--- config.mk ---
export PLATFORM = sky130hd
export DESIGN_NAME = tile_scheduler
export DESIGN_NICKNAME = d
export VERILOG_FILES = /design/src/rtl/tile_scheduler.sv
export SDC_FILE = /design/constraint.sdc
export NUM_CORES = 1
export LEC_CHECK = 0
export ABC_AREA = 1
export CAP_MARGIN = 20
export CELL_PAD_IN_SITES_DETAIL_PLACEMENT = 1
export CELL_PAD_IN_SITES_GLOBAL_PLACEMENT = 1
export CORE_MARGIN = 4
export CORE_UTILIZATION = 34
export CTS_CLUSTER_SIZE = 40
export DETAILED_ROUTE_END_ITERATION = 12
export PLACE_DENSITY = 0.63
export SLEW_MARGIN = 20
export SYNTH_ARGS = -nofsm -noshare
export SYNTH_HDL_FRONTEND = slang
export SYNTH_SLANG_ARGS = --single-unit
--- constraint.sdc ---
create_clock -name clk -period 5.7 [get_ports clk]
set_clock_uncertainty 0.15 [all_clocks]
set_input_delay 0.57 -clock clk [delete_from_list [all_inputs] [get_ports clk]]
set_output_delay 0.57 -clock clk [all_outputs]
set_load 0.01 [all_outputs]
--- src/rtl/tile_scheduler.sv ---
// Splits an M x N x L GEMM into balanced P/Q-bounded tiles; issues one descriptor per tile.
// Planning uses iterative subtraction; each descriptor waits for desc_ready, then for tile_done.
module tile_scheduler #(
   parameter int DIM_W = 8,
   parameter int P     = 8,
   parameter int Q     = 8
) (
   input  logic             clk,
   input  logic             rst_n,
   input  logic             start,
   input  logic [DIM_W-1:0] cfg_m,
   input  logic [DIM_W-1:0] cfg_n,
   input  logic [DIM_W-1:0] cfg_l,
   output logic             busy,
   output logic             done,
   output logic             cfg_err,
   output logic             desc_valid,
   input  logic             desc_ready,
   output logic [DIM_W-1:0] desc_m_off,
   output logic [DIM_W-1:0] desc_m_size,
   output logic [DIM_W-1:0] desc_n_off,
   output logic [DIM_W-1:0] desc_n_size,
   output logic [DIM_W-1:0] desc_l_off,
   output logic [DIM_W-1:0] desc_l_size,
   output logic             desc_first_k,
   output logic             desc_last_k,
   output logic             desc_last,
   input  logic             tile_done
);
   typedef enum logic [2:0] {S_IDLE, S_PLAN, S_ISSUE, S_WAIT, S_FIN} state_t;

   localparam logic [DIM_W-1:0] LIM_MN = DIM_W'(P);
   localparam logic [DIM_W-1:0] LIM_L  = DIM_W'(Q);

   state_t           r_state, w_next;
   logic [DIM_W-1:0] r_dm, r_dn, r_dl;
   logic [DIM_W-1:0] r_cnt  [3];
   logic [DIM_W-1:0] r_base [3];
   logic [DIM_W-1:0] r_rem  [3];
   logic [DIM_W-1:0] r_acc, r_q;
   logic [1:0]       r_pdim;
   logic             r_pph;
   logic             r_err;
   logic [DIM_W-1:0] r_im, r_in, r_il;
   logic [DIM_W-1:0] r_off_m, r_off_n, r_off_l;

   logic [DIM_W-1:0] w_dim, w_dim_nxt, w_lim, w_cnt_cur;
   logic [DIM_W-1:0] w_sz_m, w_sz_n, w_sz_l;
   logic             w_zero, w_plan_done, w_lk_m, w_lk_n, w_lk_l, w_last;

   always_comb begin
      case (r_pdim)
         2'd0:    w_dim = r_dm;
         2'd1:    w_dim = r_dn;
         default: w_dim = r_dl;
      endcase
      w_dim_nxt = (r_pdim == 2'd0) ? r_dn : r_dl;
      w_lim     = (r_pdim == 2'd2) ? LIM_L : LIM_MN;
   end

   assign w_cnt_cur   = r_cnt[r_pdim];
   assign w_zero      = (r_dm == '0) || (r_dn == '0) || (r_dl == '0);
   assign w_plan_done = r_pph && (r_acc < w_cnt_cur) && (r_pdim == 2'd2);

   // The first `rem` tiles of a dimension carry one extra element.
   assign w_sz_m = r_base[0] + DIM_W'(r_im < r_rem[0]);
   assign w_sz_n = r_base[1] + DIM_W'(r_in < r_rem[1]);
   assign w_sz_l = r_base[2] + DIM_W'(r_il < r_rem[2]);

   assign w_lk_m = (r_im == r_cnt[0] - 1'b1);
   assign w_lk_n = (r_in == r_cnt[1] - 1'b1);
   assign w_lk_l = (r_il == r_cnt[2] - 1'b1);
   assign w_last = w_lk_n && w_lk_l && w_lk_m;

   assign desc_m_off  = r_off_m;
   assign desc_n_off  = r_off_n;
   assign desc_l_off  = r_off_l;
   assign desc_m_size = w_sz_m;
   assign desc_n_size = w_sz_n;
   assign desc_l_size = w_sz_l;

   always_ff @(posedge clk or negedge rst_n) begin
      if (!rst_n) r_state <= S_IDLE;
      else        r_state <= w_next;
   end

   always_comb begin
      w_next       = r_state;
      busy         = (r_state != S_IDLE);
      done         = 1'b0;
      cfg_err      = 1'b0;
      desc_valid   = 1'b0;
      desc_first_k = 1'b0;
      desc_last_k  = 1'b0;
      desc_last    = 1'b0;
      case (r_state)
         S_IDLE:  if (start) w_next = S_PLAN;
         S_PLAN: begin
            if (w_zero)           w_next = S_FIN;
            else if (w_plan_done) w_next = S_ISSUE;
         end
         S_ISSUE: begin
            desc_valid   = 1'b1;
            desc_first_k = (r_in == '0);
            desc_last_k  = w_lk_n;
            desc_last    = w_last;
            if (desc_ready) w_next = S_WAIT;
         end
         S_WAIT:  if (tile_done) w_next = w_last ? S_FIN : S_ISSUE;
         S_FIN: begin
            done    = 1'b1;
            cfg_err = r_err;
            w_next  = S_IDLE;
         end
         default: w_next = S_IDLE;
      endcase
   end

   always_ff @(posedge clk or negedge rst_n) begin
      if (!rst_n) begin
         r_dm    <= '0;  r_dn    <= '0;  r_dl    <= '0;
         r_cnt   <= '{default: '0};
         r_base  <= '{default: '0};
         r_rem   <= '{default: '0};
         r_acc   <= '0;  r_q     <= '0;
         r_pdim  <= '0;  r_pph   <= 1'b0;
         r_err   <= 1'b0;
         r_im    <= '0;  r_in    <= '0;  r_il    <= '0;
         r_off_m <= '0;  r_off_n <= '0;  r_off_l <= '0;
      end else begin
         case (r_state)
            S_IDLE: if (start) begin
               r_dm    <= cfg_m;  r_dn    <= cfg_n;  r_dl <= cfg_l;
               r_err   <= 1'b0;
               r_pdim  <= '0;     r_pph   <= 1'b0;
               r_acc   <= cfg_m;  r_q     <= DIM_W'(1);
               r_im    <= '0;     r_in    <= '0;     r_il <= '0;
               r_off_m <= '0;     r_off_n <= '0;     r_off_l <= '0;
            end
            S_PLAN: begin
               if (w_zero) begin
                  r_err <= 1'b1;
               end else if (!r_pph) begin
                  // Phase 0: tile count = ceil(D/T)
                  if (r_acc > w_lim) begin
                     r_acc <= r_acc - w_lim;
                     r_q   <= r_q + 1'b1;
                  end else begin
                     r_cnt[r_pdim] <= r_q;
                     r_acc         <= w_dim;
                     r_q           <= '0;
                     r_pph         <= 1'b1;
                  end
               end else begin
                  // Phase 1: base = D/cnt, remainder left in r_acc
                  if (r_acc >= w_cnt_cur) begin
                     r_acc <= r_acc - w_cnt_cur;
                     r_q   <= r_q + 1'b1;
                  end else begin
                     r_base[r_pdim] <= r_q;
                     r_rem[r_pdim]  <= r_acc;
                     if (r_pdim != 2'd2) begin
                        r_pdim <= r_pdim + 1'b1;
                        r_pph  <= 1'b0;
                        r_acc  <= w_dim_nxt;
                        r_q    <= DIM_W'(1);
                     end
                  end
               end
            end
            S_WAIT: if (tile_done && !w_last) begin
               if (!w_lk_n) begin
                  r_in    <= r_in + 1'b1;
                  r_off_n <= r_off_n + w_sz_n;
               end else begin
                  r_in    <= '0;
                  r_off_n <= '0;
                  if (!w_lk_l) begin
                     r_il    <= r_il + 1'b1;
                     r_off_l <= r_off_l + w_sz_l;
                  end else begin
                     r_il    <= '0;
                     r_off_l <= '0;
                     r_im    <= r_im + 1'b1;
                     r_off_m <= r_off_m + w_sz_m;
                  end
               end
            end
            S_FIN:   r_err <= 1'b0;
            default: ;
         endcase
      end
   end
endmodule

* Yosys cells after proc, flatten, opt, wreduce, memory -nomap -nowiden
Cells that the tools add are included. W data, S select, Z words.
Storage, ports and cells: input bits 29, output and inout port bits 55, register bits after elaboration 167, logic and storage cells 181
Operators by class: reductions and logical operators 30, mux-type cells 75, bitwise logic cells 5, $add $sub $neg 16, eq/ne operators 23, order comparisons 8
Operators with widths (count):
- $mux W8 | 33
- $pmux W8 S2 | 9
- $bwmux W24 | 3
- $add A8 B1 Y8 const B | 4
- $logic_not A8 Y1 | 4
- $lt A8 B8 Y1 | 4
- $add A8 B1 Y8 | 3
- $add A8 B8 Y8 | 3
- $eq A8 B8 Y1 | 3
- $ne A2 B2 Y1 const B | 12
- $sub A8 B1 Y8 const B | 3
- $reduce_and A4 Y1 | 5
- $mux W3 | 6
- $bmux W8 S2 | 1
- $demux W8 S2 | 1
- $mux W1 | 13
- $pmux W3 S4 | 1
- $mux W2 | 5
- $reduce_and A3 Y1 | 3
- $ge A8 B8 Y1 | 1
- $gt A8 B4 Y1 const B | 1
- $sub A8 B4 Y8 const B | 1
- $sub A8 B8 Y8 | 1
- $eq A3 B2 Y1 const B | 2
- other kinds (24) | 35

* Logic depth before layout (Yosys ltp)
depth after elaboration 10, depth in mapped cells 23, gate-level depth less buffers 23

* Least setup slack after synthesis
No wires, ideal clock.
path type register -> register, start point reg r_il[1], end point reg r_off_l[7] (netlist: desc_l_off[7]), slack 2139 ps, arrival time 3335 ps, period minus slack after synthesis 3561 ps, library setup time 76 ps, buffers on the path 0, cell stages (with the launch flop) 21, path through dfrtp_1 > ha_1 > a21boi_0 > o211ai_1 > nand2_1 > nand3_1 > nand2_1 > a21o_1 > a21oi_1 > ha_1 > ha_1 > nand3_1 > nand3b_1 > xor2_1 > ha_1 > a21oi_1 > o21ai_0 > a21oi_1 > xor2_1 > or2_2 > o21ai_1
On the way: word-level cells in the longest chain between the ends 7
Ends and longest elaborated chain:
- start, declared | RTL line 44 | logic [DIM_W-1:0] r_im, r_in, r_il;
- start signal, assigned | RTL line 179 | r_il <= r_il + 1'b1;
- $lt A8 B8 Y1 | RTL line 68 | assign w_sz_l = r_base[2] + DIM_W'(r_il < r_rem[2]);
- $add A8 B1 Y8 | RTL line 68
- net desc_l_size[6] | RTL line 24 | output logic [DIM_W-1:0] desc_l_size,
- $add A8 B8 Y8 | RTL line 180 | r_off_l <= r_off_l + w_sz_l;
- $mux W8 | RTL line 178 | if (!w_lk_l) begin
- $mux W8 | RTL line 172 | if (!w_lk_n) begin
- $mux W8 | RTL line 171 | S_WAIT: if (tile_done && !w_last) begin
- $pmux W8 S2 | RTL line 131 | case (r_state)
- end signal, assigned | RTL line 180
- end, declared | RTL line 45 | logic [DIM_W-1:0] r_off_m, r_off_n, r_off_l;
The timed path passes the listed nets, and every way through them passes these cells. The select of a mux whose other input is x is not followed. A chain may end at the register's enable or synchronous reset.

* Worst setup path in the final report
start point reg r_in[5], end point out desc_n_size[7]
On the way: word-level cells in the longest chain between the ends 2
Ends and longest elaborated chain:
- start, declared | RTL line 44
- start signal, assigned | RTL line 173 | r_in <= r_in + 1'b1;
- $lt A8 B8 Y1 | RTL line 67 | assign w_sz_n = r_base[1] + DIM_W'(r_in < r_rem[1]);
- $add A8 B1 Y8 | RTL line 67
- end, declared | RTL line 22 | output logic [DIM_W-1:0] desc_n_size,
Every way passes these cells.

==> impl_metrics.py <==
metrics = {
    "run_status": {
        "outcome": "complete, no violations",
    },
    "synth": {
        "async_flop_share_pct": 100.0,
        "avgSynthCellArea_sq_um": 7.662,
        "synthDistinctLibCells": 56,
        "ys_seq_area_share_pct": 38.28,
        "yosys_warnings": 0,
        "synth_seq_cells": 167,
        "synth_ff_type": "dfrtp_1",
        "syn_area_sq_um": 10920,
        "synth_edf_count": 0,
        "synth_cells": 1425,
        "synth_nets": 1526,
    },
    "place": {
        "gp_congestion": 0.8803,
        "dp_hpwl_um": 25000,
        "pre_cts_ws_ns": 1.692,
        "numPortBuffers": 83,
    },
    "job": {
        "cap_violations": 0,
    },
    "route": {
        "vias": 9656,
        "antenna_left": 0,
        "vias_per_cell": 5.066,
        "drc": 0,
        "routed_wl_um": 33500,
        "drtPass1Iterations": 7,
        "wl_per_cell_um": 17.58,
        "drt-initial-drc-count": 470,
    },
    "timing": {
        "drv_slew": 0,
        "setup_violations": 0,
        "timing.final.ws_setup_ns": 1.531,
        "fmax_ghz": 0.2398,
        "grt_setup_unrepaired": "false",
        "slew_headroom_pct": 34.83,
        "fin_crit_ns": 4.169,
        "hold_viol": 0,
        "final.period_utilization_pct": 73.15,
        "fin_tns_setup_ns": 0,
        "worst_pin_slew_ns": 0.9751,
    },
    "global_route": {
        "grt_pass1_vias": 9833,
        "grt_pass1_wl_um": 54570,
        "grt_max_degree": 96,
        "overflow": 0,
        "antenna_found_initial": 0,
        "grt_use_total_pct": 19.45,
    },
    "finish": {
        "mostFrequentLayoutCells": "nand2_1, dfrtp_1, inv_1",
        "fillCellCount": 3841,
        "syn2layout_area_growth_pct": 16.07,
        "regArea_sq_um": 4179,
        "layout_commonest_cell": "nand2_1",
        "fin_nets": 1591,
        "biggestRegsByFlops": "r_base (24), r_cnt (24), r_rem (24)",
        "drive_above_1_share_pct": 6.720,
        "multi_input_area_sq_um": 5869,
    },
    "floorplan": {
        "io_pins": 84,
        "coreArea_sq_um": 31640,
        "die_area_sq_um": 35040,
        "rows": 65,
        "fp.dieH_um": 187.2,
        "die_w_um": 187.2,
        "floorplan.initialDensity_pct": 34.51,
    },
    "cts": {
        "post_cts.repair.setup_buffers": 0,
        "cts_buffers": 17,
        "clockRootBuffer": "clkbuf_16",
        "cts_resized": 0,
        "cts_sinks": 167,
        "clk_latency_ns": 0.44,
        "postCtsHoldBufs": 0,
        "cts_tree": "done",
        "clkTransAtPathRegs_ns": 0.07,
        "clockBufferDepth": 2,
        "htreeDepth": 4,
    },
    "setup_path": {
        "critPathCaptureType": "output pin",
        "path_class": "register to output pin",
        "ff2ff_path_depth": 16,
        "crit_arrival_ns": 3.45,
        "critPathMaxFanout": 8,
        "start_kind": "register",
        "required_ns": 4.98,
    },
    "pwr": {
        "p_leak_uw": 0.005966,
        "ir_drop_mv": 0.2317,
        "p_total_uw": 5916,
        "power_density_nw_per_um2": 466.9,
    },
    "worst_hold_path": {
        "worstHoldPathType": "input pin to asynchronous set/reset pin",
    },
}
-- power breakdown --
part / total [uW] / internal (uW) / switching, uW / leakage [uW]
logic: 2940 / 1080 / 1860 / 0.00344
registers: 1770 / 1480 / 292 / 0.00223
clock network: 1210 / 675 / 532 / 0.000292
-- worst paths after layout --
check | start | end | slack, ns
worst min-delay path | rst_n | desc_l_off[4] | 0.05
min in group clk | r_rem[8] | r_rem[8] | 0.34
worst min register to register | r_rem[8] | r_rem[8] | 0.34
max in group asynchronous | rst_n | r_dn[0] | 4.05
worst max-delay path | r_in[5] | desc_n_size[7] | 1.53
worst max register to register | r_pdim[0] | r_acc[2] | 1.68
-- per-layer routing --
metal	GRT usage (%)	wire, um	up-vias
met5	0	0	-
met4	5.205	615	0
met3	2.482	947	28
met2	32.65	15700	129
met1	26.62	16230	4673
li1	-	-	4826
-- through the flow --
stage / utilization (%) / instance area [sq um] / hold WS, ns / instances
floorplan: - / 10920 / 0.1244 / 1425
global placement: 38.11 / 12060 / 0.3139 / 1872
detailed placement: 38.11 / 12060 / 0.3220 / 1872
CTS: 40.00 / 12650 / 0.1215 / 1904
global route: 40.05 / 12670 / 0.1524 / 1905
finish: 40.06 / 12670 / 0.05423 / 1906
-- cell families (layout without fill, tap and decap cells) --
kind of cell    after synthesis  count (layout)  share of synthesized area (%)
other cells                   0               1                              0
xor+xnor                     61              61                          5.019
buf+inv                     213             291                          8.010
mux                          14              14                          1.444
flops                       167             167                          38.28
fa+ha+maj                    72              72                          8.526
simple gates                632             632                          25.41
compound gates              266             266                          13.32
-- synthesized netlist by cell type (10+ instances only) --
cell type	number	area [sq um]
o211ai_1	10	75.07
ha_1	68	850.8
inv_1	154	578.1
xor2_1	41	359.1
nand2_1	359	1348
o21ai_1	26	130.1
nand3_1	72	360.4
mux2_2	14	157.7
o21ai_0	122	610.6
nor2_1	104	390.4
xnor2_1	19	166.4
inv_2	15	56.30
nor3_1	17	85.08
dfrtp_1	167	4179
nand4_1	27	168.9
clkbuf_1	23	86.33
a21oi_1	69	345.3
-- worst max-delay path: stages, from the launching register on --
cell and delay (ns):
dfrtp_1 0.57, ha_1 0.33, a21oi_1 0.14, nor2_1 0.05
a2111oi_0 0.40, ha_1 0.26, and3_1 0.20, nand3_1 0.12
nand3b_1 0.19, xor2_1 0.17, inv_1 0.06, clkdlybuf4s50_1 0.52
-- cell type report --
type / instances / share of cell area (%)
timing repair buffer: 88 / 6.892
clock inverter: 13 / 1.145
multi-input combinational: 1045 / 46.32
tap: 402 / 3.969
antenna: 1 / 0.01975
inverter: 171 / 5.105
sequential: 167 / 32.98
clock buffer: 19 / 3.574
No activity file was read; power rests on OpenSTA's default activity.
